### config.mk
export PLATFORM = sky130hd
export DESIGN_NAME = mem_bus_arbiter_flat
export DESIGN_NICKNAME = d
export VERILOG_FILES = /design/src/rtl/mem_bus_arbiter_if.sv /design/src/rtl/mem_bus_arbiter.sv /design/src/flat_wrapper.sv
export SDC_FILE = /design/constraint.sdc
export NUM_CORES = 1
export LEC_CHECK = 0
export CELL_PAD_IN_SITES_DETAIL_PLACEMENT = 0
export CELL_PAD_IN_SITES_GLOBAL_PLACEMENT = 1
export CORE_AREA = 2 2 143 145
export CTS_CLUSTER_DIAMETER = 150
export CTS_CLUSTER_SIZE = 14
export DETAILED_ROUTE_END_ITERATION = 7
export DIE_AREA = 0 0 145 147
export PLACE_DENSITY = 0.84
export SETUP_SLACK_MARGIN = 0.4
export SYNTH_ARGS = -nofsm -noshare
export SYNTH_HDL_FRONTEND = slang
export SYNTH_SLANG_ARGS = --single-unit
### constraint.sdc
create_clock -name clk -period 3.1 [get_ports clk]
set_input_delay 0.93 -clock clk [delete_from_list [all_inputs] [get_ports clk]]
set_output_delay 0.93 -clock clk [all_outputs]
set_load 0.005 [all_outputs]
### src/rtl/mem_bus_arbiter_if.sv
// Purpose: bundles the IFU, LSU and memory-side signals of mem_bus_arbiter.
// Ports (all signals are members of the interface):
//   ifu_req_valid/ifu_req_ready/ifu_addr                  IFU request
//   ifu_resp_valid/ifu_rdata/ifu_resp_err                 IFU response
//   lsu_req_valid/lsu_req_ready/lsu_addr/lsu_wen/
//   lsu_wdata/lsu_wmask                                   LSU request
//   lsu_resp_valid/lsu_rdata/lsu_resp_err                 LSU response
//   mem_req_valid/mem_req_ready/mem_addr/mem_wen/
//   mem_wdata/mem_wmask/mem_resp_valid/mem_rdata          memory port
// Modports: slave = arbiter view, master = IFU/LSU/memory agents.
interface mem_bus_arbiter_if #(
  parameter int unsigned WIDTH = 32
);
  localparam int unsigned MASK_W = 4;

  logic              ifu_req_valid;
  logic              ifu_req_ready;
  logic [WIDTH-1:0]  ifu_addr;
  logic              ifu_resp_valid;
  logic [WIDTH-1:0]  ifu_rdata;
  logic              ifu_resp_err;

  logic              lsu_req_valid;
  logic              lsu_req_ready;
  logic [WIDTH-1:0]  lsu_addr;
  logic              lsu_wen;
  logic [WIDTH-1:0]  lsu_wdata;
  logic [MASK_W-1:0] lsu_wmask;
  logic              lsu_resp_valid;
  logic [WIDTH-1:0]  lsu_rdata;
  logic              lsu_resp_err;

  logic              mem_req_valid;
  logic              mem_req_ready;
  logic [WIDTH-1:0]  mem_addr;
  logic              mem_wen;
  logic [WIDTH-1:0]  mem_wdata;
  logic [MASK_W-1:0] mem_wmask;
  logic              mem_resp_valid;
  logic [WIDTH-1:0]  mem_rdata;

  modport slave (
    input  ifu_req_valid, ifu_addr,
    input  lsu_req_valid, lsu_addr, lsu_wen, lsu_wdata, lsu_wmask,
    input  mem_req_ready, mem_resp_valid, mem_rdata,
    output ifu_req_ready, ifu_resp_valid, ifu_rdata, ifu_resp_err,
    output lsu_req_ready, lsu_resp_valid, lsu_rdata, lsu_resp_err,
    output mem_req_valid, mem_addr, mem_wen, mem_wdata, mem_wmask
  );

  modport master (
    output ifu_req_valid, ifu_addr,
    output lsu_req_valid, lsu_addr, lsu_wen, lsu_wdata, lsu_wmask,
    output mem_req_ready, mem_resp_valid, mem_rdata,
    input  ifu_req_ready, ifu_resp_valid, ifu_rdata, ifu_resp_err,
    input  lsu_req_ready, lsu_resp_valid, lsu_rdata, lsu_resp_err,
    input  mem_req_valid, mem_addr, mem_wen, mem_wdata, mem_wmask
  );
endinterface

### src/rtl/mem_bus_arbiter.sv
// Purpose: round-robin arbiter sharing one memory port between IFU and LSU,
//   one outstanding transaction, timeout converts a missing response into an
//   error response.
// Ports:
//   clk  in  clock
//   rst  in  synchronous active-high reset
//   bus  mem_bus_arbiter_if.slave  IFU/LSU request+response, memory port
//   x_req_ready is combinational (IDLE winner); all other outputs registered.
module mem_bus_arbiter #(
  parameter int unsigned WIDTH   = 32,
  parameter int unsigned TIMEOUT = 255
) (
  input  logic             clk,
  input  logic             rst,
  mem_bus_arbiter_if.slave bus
);
  localparam int unsigned MASK_W = 4;
  localparam int unsigned CNT_W  = $clog2(TIMEOUT + 1);
  localparam logic        OWN_IFU = 1'b0;
  localparam logic        OWN_LSU = 1'b1;

  typedef enum logic [1:0] {
    S_IDLE = 2'd0,
    S_REQ  = 2'd1,
    S_WAIT = 2'd2,
    S_RESP = 2'd3
  } state_e;

  state_e            state_q, state_d;
  logic              owner_q, owner_d;
  logic              last_grant_q, last_grant_d;
  logic [WIDTH-1:0]  addr_q, addr_d;
  logic              wen_q, wen_d;
  logic [WIDTH-1:0]  wdata_q, wdata_d;
  logic [MASK_W-1:0] wmask_q, wmask_d;
  logic [CNT_W-1:0]  cnt_q, cnt_d;
  logic              mem_req_valid_q, mem_req_valid_d;
  logic              ifu_resp_valid_q, ifu_resp_valid_d;
  logic              lsu_resp_valid_q, lsu_resp_valid_d;
  logic [WIDTH-1:0]  ifu_rdata_q, ifu_rdata_d;
  logic [WIDTH-1:0]  lsu_rdata_q, lsu_rdata_d;
  logic              ifu_resp_err_q, ifu_resp_err_d;
  logic              lsu_resp_err_q, lsu_resp_err_d;

  logic              ifu_win, lsu_win, timeout_hit;
  logic              ifu_ready_c, lsu_ready_c;
  logic [WIDTH-1:0]  resp_data;
  logic              resp_err;

  // State register
  always_ff @(posedge clk) begin
    if (rst) state_q <= S_IDLE;
    else     state_q <= state_d;
  end

  // Arbitration, next state, request latching and response formation
  always_comb begin
    state_d      = state_q;
    owner_d      = owner_q;
    last_grant_d = last_grant_q;
    addr_d       = addr_q;
    wen_d        = wen_q;
    wdata_d      = wdata_q;
    wmask_d      = wmask_q;
    cnt_d        = cnt_q;
    resp_data    = '0;
    resp_err     = 1'b0;
    ifu_ready_c  = 1'b0;
    lsu_ready_c  = 1'b0;

    // On a tie the requester that did not win last time goes first
    ifu_win = bus.ifu_req_valid && (!bus.lsu_req_valid || (last_grant_q == OWN_LSU));
    lsu_win = bus.lsu_req_valid && (!bus.ifu_req_valid || (last_grant_q == OWN_IFU));
    // Counter value in the TIMEOUT-th cycle spent in REQ/WAIT
    timeout_hit = (cnt_q == CNT_W'(TIMEOUT - 1));

    unique case (state_q)
      S_IDLE: begin
        ifu_ready_c = ifu_win && !rst;
        lsu_ready_c = lsu_win && !rst;
        if (ifu_ready_c) begin
          owner_d      = OWN_IFU;
          last_grant_d = OWN_IFU;
          addr_d       = bus.ifu_addr;
          wen_d        = 1'b0;
          wdata_d      = '0;
          wmask_d      = '0;
          cnt_d        = '0;
          state_d      = S_REQ;
        end else if (lsu_ready_c) begin
          owner_d      = OWN_LSU;
          last_grant_d = OWN_LSU;
          addr_d       = bus.lsu_addr;
          wen_d        = bus.lsu_wen;
          wdata_d      = bus.lsu_wdata;
          wmask_d      = bus.lsu_wmask;
          cnt_d        = '0;
          state_d      = S_REQ;
        end
      end
      S_REQ: begin
        cnt_d = cnt_q + CNT_W'(1);
        // A completing response beats a timeout in the same cycle
        if (bus.mem_req_ready && bus.mem_resp_valid) begin
          resp_data = wen_q ? '0 : bus.mem_rdata;
          state_d   = S_RESP;
        end else if (timeout_hit) begin
          resp_err = 1'b1;
          state_d  = S_RESP;
        end else if (bus.mem_req_ready) begin
          state_d = S_WAIT;
        end
      end
      S_WAIT: begin
        cnt_d = cnt_q + CNT_W'(1);
        if (bus.mem_resp_valid) begin
          resp_data = wen_q ? '0 : bus.mem_rdata;
          state_d   = S_RESP;
        end else if (timeout_hit) begin
          resp_err = 1'b1;
          state_d  = S_RESP;
        end
      end
      S_RESP: begin
        state_d = S_IDLE;
      end
      default: begin
        state_d = S_IDLE;
      end
    endcase

    // Registered outputs follow the next state; only the owner sees a response
    mem_req_valid_d  = (state_d == S_REQ);
    ifu_resp_valid_d = (state_d == S_RESP) && (owner_q == OWN_IFU);
    lsu_resp_valid_d = (state_d == S_RESP) && (owner_q == OWN_LSU);
    ifu_rdata_d      = ifu_resp_valid_d ? resp_data : '0;
    lsu_rdata_d      = lsu_resp_valid_d ? resp_data : '0;
    ifu_resp_err_d   = ifu_resp_valid_d && resp_err;
    lsu_resp_err_d   = lsu_resp_valid_d && resp_err;
  end

  // Datapath and output registers
  always_ff @(posedge clk) begin
    if (rst) begin
      owner_q          <= OWN_IFU;
      last_grant_q     <= OWN_LSU;
      addr_q           <= '0;
      wen_q            <= 1'b0;
      wdata_q          <= '0;
      wmask_q          <= '0;
      cnt_q            <= '0;
      mem_req_valid_q  <= 1'b0;
      ifu_resp_valid_q <= 1'b0;
      lsu_resp_valid_q <= 1'b0;
      ifu_rdata_q      <= '0;
      lsu_rdata_q      <= '0;
      ifu_resp_err_q   <= 1'b0;
      lsu_resp_err_q   <= 1'b0;
    end else begin
      owner_q          <= owner_d;
      last_grant_q     <= last_grant_d;
      addr_q           <= addr_d;
      wen_q            <= wen_d;
      wdata_q          <= wdata_d;
      wmask_q          <= wmask_d;
      cnt_q            <= cnt_d;
      mem_req_valid_q  <= mem_req_valid_d;
      ifu_resp_valid_q <= ifu_resp_valid_d;
      lsu_resp_valid_q <= lsu_resp_valid_d;
      ifu_rdata_q      <= ifu_rdata_d;
      lsu_rdata_q      <= lsu_rdata_d;
      ifu_resp_err_q   <= ifu_resp_err_d;
      lsu_resp_err_q   <= lsu_resp_err_d;
    end
  end

  assign bus.ifu_req_ready  = ifu_ready_c;
  assign bus.lsu_req_ready  = lsu_ready_c;
  assign bus.ifu_resp_valid = ifu_resp_valid_q;
  assign bus.ifu_rdata      = ifu_rdata_q;
  assign bus.ifu_resp_err   = ifu_resp_err_q;
  assign bus.lsu_resp_valid = lsu_resp_valid_q;
  assign bus.lsu_rdata      = lsu_rdata_q;
  assign bus.lsu_resp_err   = lsu_resp_err_q;
  assign bus.mem_req_valid  = mem_req_valid_q;
  assign bus.mem_addr       = addr_q;
  assign bus.mem_wen        = wen_q;
  assign bus.mem_wdata      = wdata_q;
  assign bus.mem_wmask      = wmask_q;
endmodule

### src/flat_wrapper.sv
// flat-port wrapper written by rule: the top's interface ports become plain ports
module mem_bus_arbiter_flat 
#(
  parameter int unsigned WIDTH   = 32,
  parameter int unsigned TIMEOUT = 255
)
  (clk, rst, bus_ifu_req_valid, bus_ifu_addr, bus_lsu_req_valid, bus_lsu_addr, bus_lsu_wen, bus_lsu_wdata, bus_lsu_wmask, bus_mem_req_ready, bus_mem_resp_valid, bus_mem_rdata, bus_ifu_req_ready, bus_ifu_resp_valid, bus_ifu_rdata, bus_ifu_resp_err, bus_lsu_req_ready, bus_lsu_resp_valid, bus_lsu_rdata, bus_lsu_resp_err, bus_mem_req_valid, bus_mem_addr, bus_mem_wen, bus_mem_wdata, bus_mem_wmask);
  mem_bus_arbiter_if #(.WIDTH(WIDTH)) bus_i ();
  input  logic clk;
  input  logic rst;
  input wire logic [$bits(bus_i.ifu_req_valid)-1:0] bus_ifu_req_valid;
  input wire logic [$bits(bus_i.ifu_addr)-1:0] bus_ifu_addr;
  input wire logic [$bits(bus_i.lsu_req_valid)-1:0] bus_lsu_req_valid;
  input wire logic [$bits(bus_i.lsu_addr)-1:0] bus_lsu_addr;
  input wire logic [$bits(bus_i.lsu_wen)-1:0] bus_lsu_wen;
  input wire logic [$bits(bus_i.lsu_wdata)-1:0] bus_lsu_wdata;
  input wire logic [$bits(bus_i.lsu_wmask)-1:0] bus_lsu_wmask;
  input wire logic [$bits(bus_i.mem_req_ready)-1:0] bus_mem_req_ready;
  input wire logic [$bits(bus_i.mem_resp_valid)-1:0] bus_mem_resp_valid;
  input wire logic [$bits(bus_i.mem_rdata)-1:0] bus_mem_rdata;
  output wire logic [$bits(bus_i.ifu_req_ready)-1:0] bus_ifu_req_ready;
  output wire logic [$bits(bus_i.ifu_resp_valid)-1:0] bus_ifu_resp_valid;
  output wire logic [$bits(bus_i.ifu_rdata)-1:0] bus_ifu_rdata;
  output wire logic [$bits(bus_i.ifu_resp_err)-1:0] bus_ifu_resp_err;
  output wire logic [$bits(bus_i.lsu_req_ready)-1:0] bus_lsu_req_ready;
  output wire logic [$bits(bus_i.lsu_resp_valid)-1:0] bus_lsu_resp_valid;
  output wire logic [$bits(bus_i.lsu_rdata)-1:0] bus_lsu_rdata;
  output wire logic [$bits(bus_i.lsu_resp_err)-1:0] bus_lsu_resp_err;
  output wire logic [$bits(bus_i.mem_req_valid)-1:0] bus_mem_req_valid;
  output wire logic [$bits(bus_i.mem_addr)-1:0] bus_mem_addr;
  output wire logic [$bits(bus_i.mem_wen)-1:0] bus_mem_wen;
  output wire logic [$bits(bus_i.mem_wdata)-1:0] bus_mem_wdata;
  output wire logic [$bits(bus_i.mem_wmask)-1:0] bus_mem_wmask;
  assign bus_i.ifu_req_valid = bus_ifu_req_valid;
  assign bus_i.ifu_addr = bus_ifu_addr;
  assign bus_i.lsu_req_valid = bus_lsu_req_valid;
  assign bus_i.lsu_addr = bus_lsu_addr;
  assign bus_i.lsu_wen = bus_lsu_wen;
  assign bus_i.lsu_wdata = bus_lsu_wdata;
  assign bus_i.lsu_wmask = bus_lsu_wmask;
  assign bus_i.mem_req_ready = bus_mem_req_ready;
  assign bus_i.mem_resp_valid = bus_mem_resp_valid;
  assign bus_i.mem_rdata = bus_mem_rdata;
  assign bus_ifu_req_ready = bus_i.ifu_req_ready;
  assign bus_ifu_resp_valid = bus_i.ifu_resp_valid;
  assign bus_ifu_rdata = bus_i.ifu_rdata;
  assign bus_ifu_resp_err = bus_i.ifu_resp_err;
  assign bus_lsu_req_ready = bus_i.lsu_req_ready;
  assign bus_lsu_resp_valid = bus_i.lsu_resp_valid;
  assign bus_lsu_rdata = bus_i.lsu_rdata;
  assign bus_lsu_resp_err = bus_i.lsu_resp_err;
  assign bus_mem_req_valid = bus_i.mem_req_valid;
  assign bus_mem_addr = bus_i.mem_addr;
  assign bus_mem_wen = bus_i.mem_wen;
  assign bus_mem_wdata = bus_i.mem_wdata;
  assign bus_mem_wmask = bus_i.mem_wmask;
  mem_bus_arbiter #(.WIDTH(WIDTH), .TIMEOUT(TIMEOUT)) u_core (.clk(clk), .rst(rst), .bus(bus_i));
endmodule
==> impl_metrics.toml, run 1 <==
[power]
ir_drop_uv = 321
power_density_nw_per_um2 = 520
p_leak_uw = 0.00320

[grt]
grt_max_degree = 76
grt_usage_pct = 15.2
grt_pass1_vias = 4959
antenna_found_initial = 0
overflow = 0
grt_pass1_wl_um = 25900

[hold_path]
whs_path_depth = 2
min_path_type = "reg2reg"

[yosys]
syn_nets = 710
synthMuxAreaShare_pct = 5.91
synth_fa_ha_area_share_pct = 1.56
yosysWarnings = 0
synth_ff_type = "dfxtp_1"
synth_top_family_by_area = "simple AND/OR/NAND/NOR gates"
syn_area_per_cell_um2 = 9.95
synth_edf_count = 0
syn_area_um2 = 5610
synthArstFlopShare_pct = 0
synth_seq_cells = 150
yosys.area_share.simple_pct = 20.8
ys_seq_area_share_pct = 53.5
yosysUniqueCellTypes = 43
synth-compound-area-share_pct = 12.2
syn_inst = 564
synth-xor-area-share_pct = 0.936

[routing]
dr_wl_met2_um = 7750
wire_per_inst_um = 14.7
route.detailed.drc = 0
wl_um = 16300
wl_met3_um = 1430
drt_iter0_markers = 197
m1WireLength_um = 6920
num_vias = 5090
first_pass_iters = 4
highest_layer = "met4"
vias_per_cell = 4.59
detail-route-antenna-nets = 0

[worst_setup_path]
cp-end-kind = "output port"
reg2regPathDepth = 8
crit_arrival_ns = 1.74
worst-setup-path-type = "in2out"
critPathMaxFanout = 2
worst_setup_path_start_kind = "input pin"
worstPathRequired_ns = 2.17

[flow_run]
cap_violations = 0

[sta]
max_freq_ghz = 0.375
whs_ns = 0.497
rsz0062_at_grt = "no"
period_needed_ns = 2.67
finalHoldViolCount = 0
finClkSkew_ns = 0.00805
slew_viol_final = 0
fin_crit_sh_pct = 86.0
setup_viol = 0
relSlewSlack_pct = 43.1
tightest_slew_ns = 0.854

[placed_design]
dp_hpwl_um = 11400
gp_congestion = 0.776
io_buffer_count = 278
placedInstanceArea_um2 = 8710

[cells_and_area]
design_area_um2 = 9300
n_antenna_cell = 0
multi_input_area_um2 = 2360
fillers = 1897
syn2layout_area_growth_pct = 65.8
final_nets = 972
finish.utilization_pct = 46.9
seqCellArea_um2 = 3010
drive_gt1_share_pct = 9.06

[clock_tree]
post_cts_buffers = 0
htreeDepth = 4
path_clk_slew_ns = 0.06
cts_max_path_buffers = 2
cts_tree = "yes"
post_cts_resized = 18
numCtsBuffers = 17
clock_latency_ns = 0.42
root_buffer = "clkbuf_16"
hold_buffers = 0
cts_sinks = 150

[floorplan]
die_w_um = 145
core_area_um2 = 19800
fp.dieArea_um2 = 21300
rows = 52
die-height_um = 147
ios = 279
start_util_pct = 28.3

[status]
status = "finished clean"
## flip-flops by register name, indices dropped and copies added, names as in the netlist, 2 cells and up
| name | cells |
|---|---|
| u_core.bus.ifu_rdata | 32 |
| u_core.bus.lsu_rdata | 32 |
| u_core.bus.mem_addr | 32 |
| u_core.bus.mem_wdata | 32 |
| u_core.cnt_q | 8 |
| u_core.bus.mem_wmask | 4 |
| u_core.state_q | 2 |
## cell usage after synthesis, types with 2 or more instances
| library cell | count | area share, % |
|---|---|---|
| dfxtp_1 | 150 | 54 |
| nor3b_1 | 3 | 0.40 |
| a21oi_1 | 3 | 0.27 |
| and3_1 | 4 | 0.45 |
| xnor2_1 | 6 | 0.94 |
| a2111oi_0 | 2 | 0.31 |
| inv_1 | 8 | 0.54 |
| nand3_1 | 36 | 3.2 |
| clkbuf_1 | 33 | 2.2 |
| buf_1 | 2 | 0.13 |
| nor3_1 | 10 | 0.89 |
| nand3b_1 | 4 | 0.54 |
| o21ai_0 | 4 | 0.36 |
| nand2_1 | 3 | 0.20 |
| ha_1 | 7 | 1.6 |
| mux2i_1 | 32 | 5.7 |
| nor4b_2 | 10 | 2.7 |
| a22oi_1 | 37 | 4.9 |
| buf_2 | 10 | 0.89 |
| nor2_1 | 116 | 7.8 |
| buf_6 | 5 | 1.0 |
| a211oi_1 | 37 | 4.9 |
| nor4b_1 | 19 | 3.0 |
| nand4_1 | 3 | 0.33 |
| buf_4 | 2 | 0.27 |
## cells in the final DEF, fill, tap and decap left out, types with 2 or more instances in the layout
master	synthesis	layout
clkbuf_16	0	17
clkdlybuf4s50_1	0	273
nand2_1	3	3
nand4_1	3	3
a22oi_1	37	37
inv_1	8	8
and3_1	4	3
buf_12	0	6
inv_6	0	4
nor3_1	10	10
nor4b_1	19	19
o21ai_0	4	4
nor3b_1	3	3
ha_1	7	7
inv_8	0	5
buf_4	2	10
clkinvlp_4	0	2
a2111oi_0	2	2
a21oi_1	3	3
dfxtp_1	150	148
buf_2	10	3
mux2i_1	32	32
nor2_1	116	116
clkinv_4	0	2
nand3_1	36	36
a211oi_1	37	36
xnor2_1	6	6
nor4b_2	10	10
nand3b_1	4	4
## per-stage QoR
stage	worst slack, ns	TNS, ns	std cells	total power (uW)
after floorplan	0.418	0	564	2400
after global placement	-0.249	-0.485	1077	2810
after detailed placement	-0.265	-0.519	1077	2820
after CTS	0.411	0	1109	4930
after global routing	0.401	0	1109	5070
final	0.434	0	1109	4840
## critical path: stages
cell and delay [ns]:
clkdlybuf4s15_1 0.18, buf_6 0.12, a211oi_4 0.32, buf_2 0.18
## logic make-up (layout without fill, tap and decap cells)
group	Yosys count	after routing
simple gates	216	216
flops	150	150
compound gates	92	92
buf+inv	60	335
mux	33	33
fa+ha+maj	7	7
xor+xnor	6	6
## worst paths after layout
| check | startpoint | endpoint | slack [ns] |
|---|---|---|---|
| hold / removal | u_core.bus.mem_addr[5] | u_core.bus.mem_addr[5] | 0.50 |
| setup / recovery | bus_ifu_req_valid | bus_lsu_req_ready | 0.43 |
| setup reg to reg | u_core.state_q[1] | u_core.bus.ifu_rdata[12] | 0.92 |
| hold reg to reg | u_core.bus.mem_addr[5] | u_core.bus.mem_addr[5] | 0.50 |
## layer usage
metal / vias to the layer above / GRT usage, %
li1: 2529 / -
met1: 2325 / 18.0
met5: - / 0
met4: 0 / 5.54
met3: 13 / 5.68
met2: 223 / 25.4
## final cells by class
cell class,count,area share [%]
tap,270,3.63
timing repair buffer,295,32.0
sequential,150,32.3
clock inverter,14,1.65
clock buffer,18,4.72
multi-input combinational,354,25.4
inverter,8,0.323
## power breakdown
part	switching [uW]	leakage, uW	internal (uW)
clock network	905	0.000288	1170
logic	305	0.00170	406
registers	53.4	0.00122	2000
Note: power is estimated with default switching activity, not from simulation.
==> run 2, diff against run 1 <==
Settings changed: CTS_CLUSTER_DIAMETER 150 to unset, MAX_ROUTING_LAYER set to met4, RECOVER_POWER set to 100.
==> impl_metrics.toml, run 2 (synthesis gave the netlist of run 1 again) <==
[status]
failed_checks = "max-capacitance violations, max-slew violations"
status = "finished, violations left"

[cells_and_area]
design_area_um2 = 9230
n_antenna_cell = 0
syn2layout_area_growth_pct = 64.5
drive_gt1_share_pct = 7.63
layout_commonest_cell = "dfxtp_1"
final_nets = 972
final_cell_mix = "149 x dfxtp_1, 139 x dlygate4sd3_1, 134 x clkdlybuf4s50_1"

[grt]
grt_pass1_wl_um = 25900
overflow = 0
grt_pass1_vias = 4970
grt_max_degree = 76
antenna_found_initial = 0
grt_usage_pct = 15.7

[clock_tree]
post_cts_buffers = 0
cts_sinks = 150
htreeDepth = 4
clock_latency_ns = 0.42
numCtsBuffers = 17
cts_max_path_buffers = 2
root_buffer = "clkbuf_16"
post_cts_resized = 18
cts_tree = "yes"
path_clk_slew_ns = 0.07
hold_buffers = 0

[power]
p_comb_share_pct = 14.2
p_leak_uw = 0.00364
power_density_nw_per_um2 = 521
ir_drop_uv = 321
p_sw_uw = 1260
p_sw_share_pct = 26.3
intPower_uw = 3550
clockPowerShare_pct = 43.2
seqPwrFrac_pct = 42.6

[hold_path]
min_path_type = "reg2reg"

[sta]
finalHoldViolCount = 0
finClkSkew_ns = 0.00763
period_needed_ns = 2.71
rsz0062_at_grt = "no"
tightest_slew_ns = 1.69
setup_viol = 0
whs_ns = 0.493
fin_crit_sh_pct = 87.5
max_freq_ghz = 0.369
slew_viol_final = 76
worst_slack_ns = 0.387
relSlewSlack_pct = -12.9

[worst_setup_path]
crit_arrival_ns = 1.78
worst-setup-path-type = "reg2out"
worst_setup_path_start_kind = "register"
worstPathRequired_ns = 2.17
cp-end-kind = "output port"
critPathMaxFanout = 16

[placed_design]
placedInstanceArea_um2 = 8710
dpl_worst_slack_ns = -0.265
dp_hpwl_um = 11400
gp_congestion = 0.787
io_buffer_count = 278

[floorplan]
die_w_um = 145
fp.dieArea_um2 = 21300
ios = 279
start_util_pct = 28.3
die-height_um = 147
rows = 52
core_area_um2 = 19800

[routing]
first_pass_iters = 4
vias_per_cell = 4.56
detail-route-antenna-nets = 0
drt_iter0_markers = 180
num_vias = 5061
route.detailed.drc = 0
wl_um = 16400
wire_per_inst_um = 14.8

[flow_run]
cap_violations = 1
## run 2: path summary, 6_finish.rpt
path	slack (ns)	end	depth (start not counted)	start
min reg2reg	0.49	u_core.bus.mem_wdata[18]	2	u_core.bus.mem_wdata[18]
max	0.39	bus_ifu_req_ready	5	u_core.state_q[0]
min	0.49	u_core.bus.mem_wdata[18]	2	u_core.bus.mem_wdata[18]
max reg2reg	0.69	u_core.bus.ifu_rdata[28]	8	u_core.state_q[0]
## run 2: layout make-up
| cell class | instances | area, um^2 |
|---|---|---|
| clock buffer | 18 | 439 |
| clock inverter | 14 | 154 |
| fill | 1908 | 10600 |
| sequential | 150 | 3000 |
| inverter | 8 | 30.0 |
| tap | 270 | 338 |
| multi-input combinational | 354 | 2300 |
| timing repair buffer | 295 | 2970 |
## run 2: critical path, cell delays in order (launching register included)
cell     delay (ns)
dfxtp_1        0.49
inv_1          0.15
ha_1           0.24
buf_4          0.19
and2_4         0.17
buf_2          0.12
## run 2: routing by layer
layer | track usage, % | wire length [um]
met5 | - | 0
met4 | 5.54 | 227
met3 | 4.44 | 1130
met2 | 25.3 | 7760
met1 | 18.9 | 7240
## run 2: power by group through the flow
stage	sequential [uW]	combinational, uW	clock [uW]
floorplan	2090	311	0
global placement	2090	717	0
detailed placement	2100	718	0
CTS	2060	720	2150
global route	2060	746	2220
finish	2050	683	2080
## run 2: per-stage QoR
step,std cells,utilization [%],total power (uW),TNS (ns)
6_report,1109,46.5,4810,0
4_1_cts,1109,46.9,4930,0
5_1_grt,1109,46.5,5030,0
2_1_floorplan,564,-,2400,0
3_5_place_dp,1077,43.9,2820,-0.519
3_3_place_gp,1077,43.9,2810,-0.485
==> run 3, diff against run 2 <==
Settings changed: ABC_CLOCK_PERIOD_IN_PS set to 3100, TNS_END_PERCENT set to 10.
==> impl_metrics.toml, run 3 (synthesis gave the netlist of run 1 again) <==
[worst_setup_path]
cp-end-kind = "output port"
worst_setup_path_start_kind = "input pin"
critPathSlowestCell = "clkdlybuf4s25_1"
path_delay_family = "buffers and inverters"
reg2reg_slack_ns = 0.50
critPathMaxFanout = 4
worst-setup-path-type = "in2out"
path_buf_inv = 3
path_cells = "clkbuf_1 -> inv_1 -> and3_2 -> and2_4 -> clkdlybuf4s25_1"
worstPathRequired_ns = 2.17
crit_arrival_ns = 1.83
critPathMaxStageDelay_ns = 0.26

[sta]
fin_crit_sh_pct = 89.2
rsz0062_at_grt = "no"
period_needed_ns = 2.76
tightest_slew_ns = 1.25
fin_setup_tns_ns = 0
slew_viol_final = 0
finClkSkew_ns = 0.00762
max_freq_ghz = 0.362
setup_viol = 0
relSlewSlack_pct = 17.0
finalHoldViolCount = 0
whs_ns = 0.493

[floorplan]
die-height_um = 147
start_util_pct = 28.3
die_w_um = 145
rows = 52
fp.dieArea_um2 = 21300
ios = 279
core_area_um2 = 19800

[power]
finalPower_uw = 4810
power_density_nw_per_um2 = 523
p_leak_uw = 0.00362
ir_drop_uv = 321

[clock_tree]
cts_max_path_buffers = 2
clock_latency_ns = 0.41
path_clk_slew_ns = 0.06
cts_sinks = 150
numCtsBuffers = 17
htreeDepth = 4
root_buffer = "clkbuf_16"
cts_tree = "yes"

[cells_and_area]
fin_cells = 1112
multi_input_area_um2 = 2290
fillers = 1916
n_antenna_cell = 0
syn2layout_area_growth_pct = 63.7
layout_commonest_cell = "dfxtp_1"
final_nets = 975
final_cell_mix = "148 x dfxtp_1, 140 x dlygate4sd3_1, 133 x clkdlybuf4s50_1"
drive_gt1_share_pct = 7.72
seqCellArea_um2 = 3010

[routing]
wl_met3_um = 1170
dr_wl_met2_um = 7820
route.detailed.drc = 0
first_pass_iters = 5
drt_iter0_markers = 201
vias_per_cell = 4.56
highest_layer = "met4"
wire_per_inst_um = 14.8
detail-route-antenna-nets = 0
m1WireLength_um = 7230
num_vias = 5074
wl_um = 16400

[placed_design]
dp_hpwl_um = 11400
io_buffer_count = 278
gp_congestion = 0.787
placedCellCount = 1077

[grt]
grt_usage_pct = 15.7
grt_max_degree = 76
grt_pass1_vias = 4970
overflow = 0
antenna_found_initial = 0
grt_pass1_wl_um = 25900

[flow_run]
cap_violations = 0

[hold_path]
min_path_type = "reg2reg"

[status]
status = "finished clean"
[run 3: path summary, 6_finish.rpt]
| kind | start | endpoint | cells after the start |
|---|---|---|---|
| min | u_core.bus.mem_wdata[28] | u_core.bus.mem_wdata[28] | 2 |
| min reg2reg | u_core.bus.mem_wdata[28] | u_core.bus.mem_wdata[28] | 2 |
| max | rst | bus_ifu_req_ready | 5 |
| max reg2reg | u_core.state_q[0] | u_core.bus.lsu_rdata[27] | 9 |
[run 3: cell type report]
cell class,count,share of cell area [%]
sequential,150,32.7
timing repair buffer,298,31.9
multi-input combinational,354,24.9
clock buffer,18,4.78
tap,270,3.68
clock inverter,14,1.68
inverter,8,0.327
[run 3: power by group]
part           total, uW  internal, uW  switching (uW)
Sequential          2050          2000            49.0
Clock               2070          1170             908
Combinational        682           377             305
Total               4810          3540            1260
[run 3: through the flow]
stage	worst slack (ns)	utilization, %	instance area, um^2
floorplan	0.418	-	5620
finish	0.335	46.3	9190
global route	0.255	46.3	9190
detailed placement	-0.265	43.9	8710
global placement	-0.249	43.9	8710
CTS	0.374	46.9	9300
[run 3: layer usage]
layer	vias up	GRT usage, %
met1	2305	18.9
li1	2537	-
met4	0	5.54
met2	217	25.3
met5	-	-
met3	15	4.44
[run 3: tightest hold or removal path, cell delays in order, from the launching register on]
cell     delay, ns
dfxtp_1       0.32
a22oi_1       0.06
nor2_1        0.07
[run 3: what timing repair did]
item                                    CTS  global route
setup buffers                             0             3
hold buffers                              0             0
pin swaps                                 1             0
endpoints found under the setup margin    2             1
gates resized for setup                  14             4
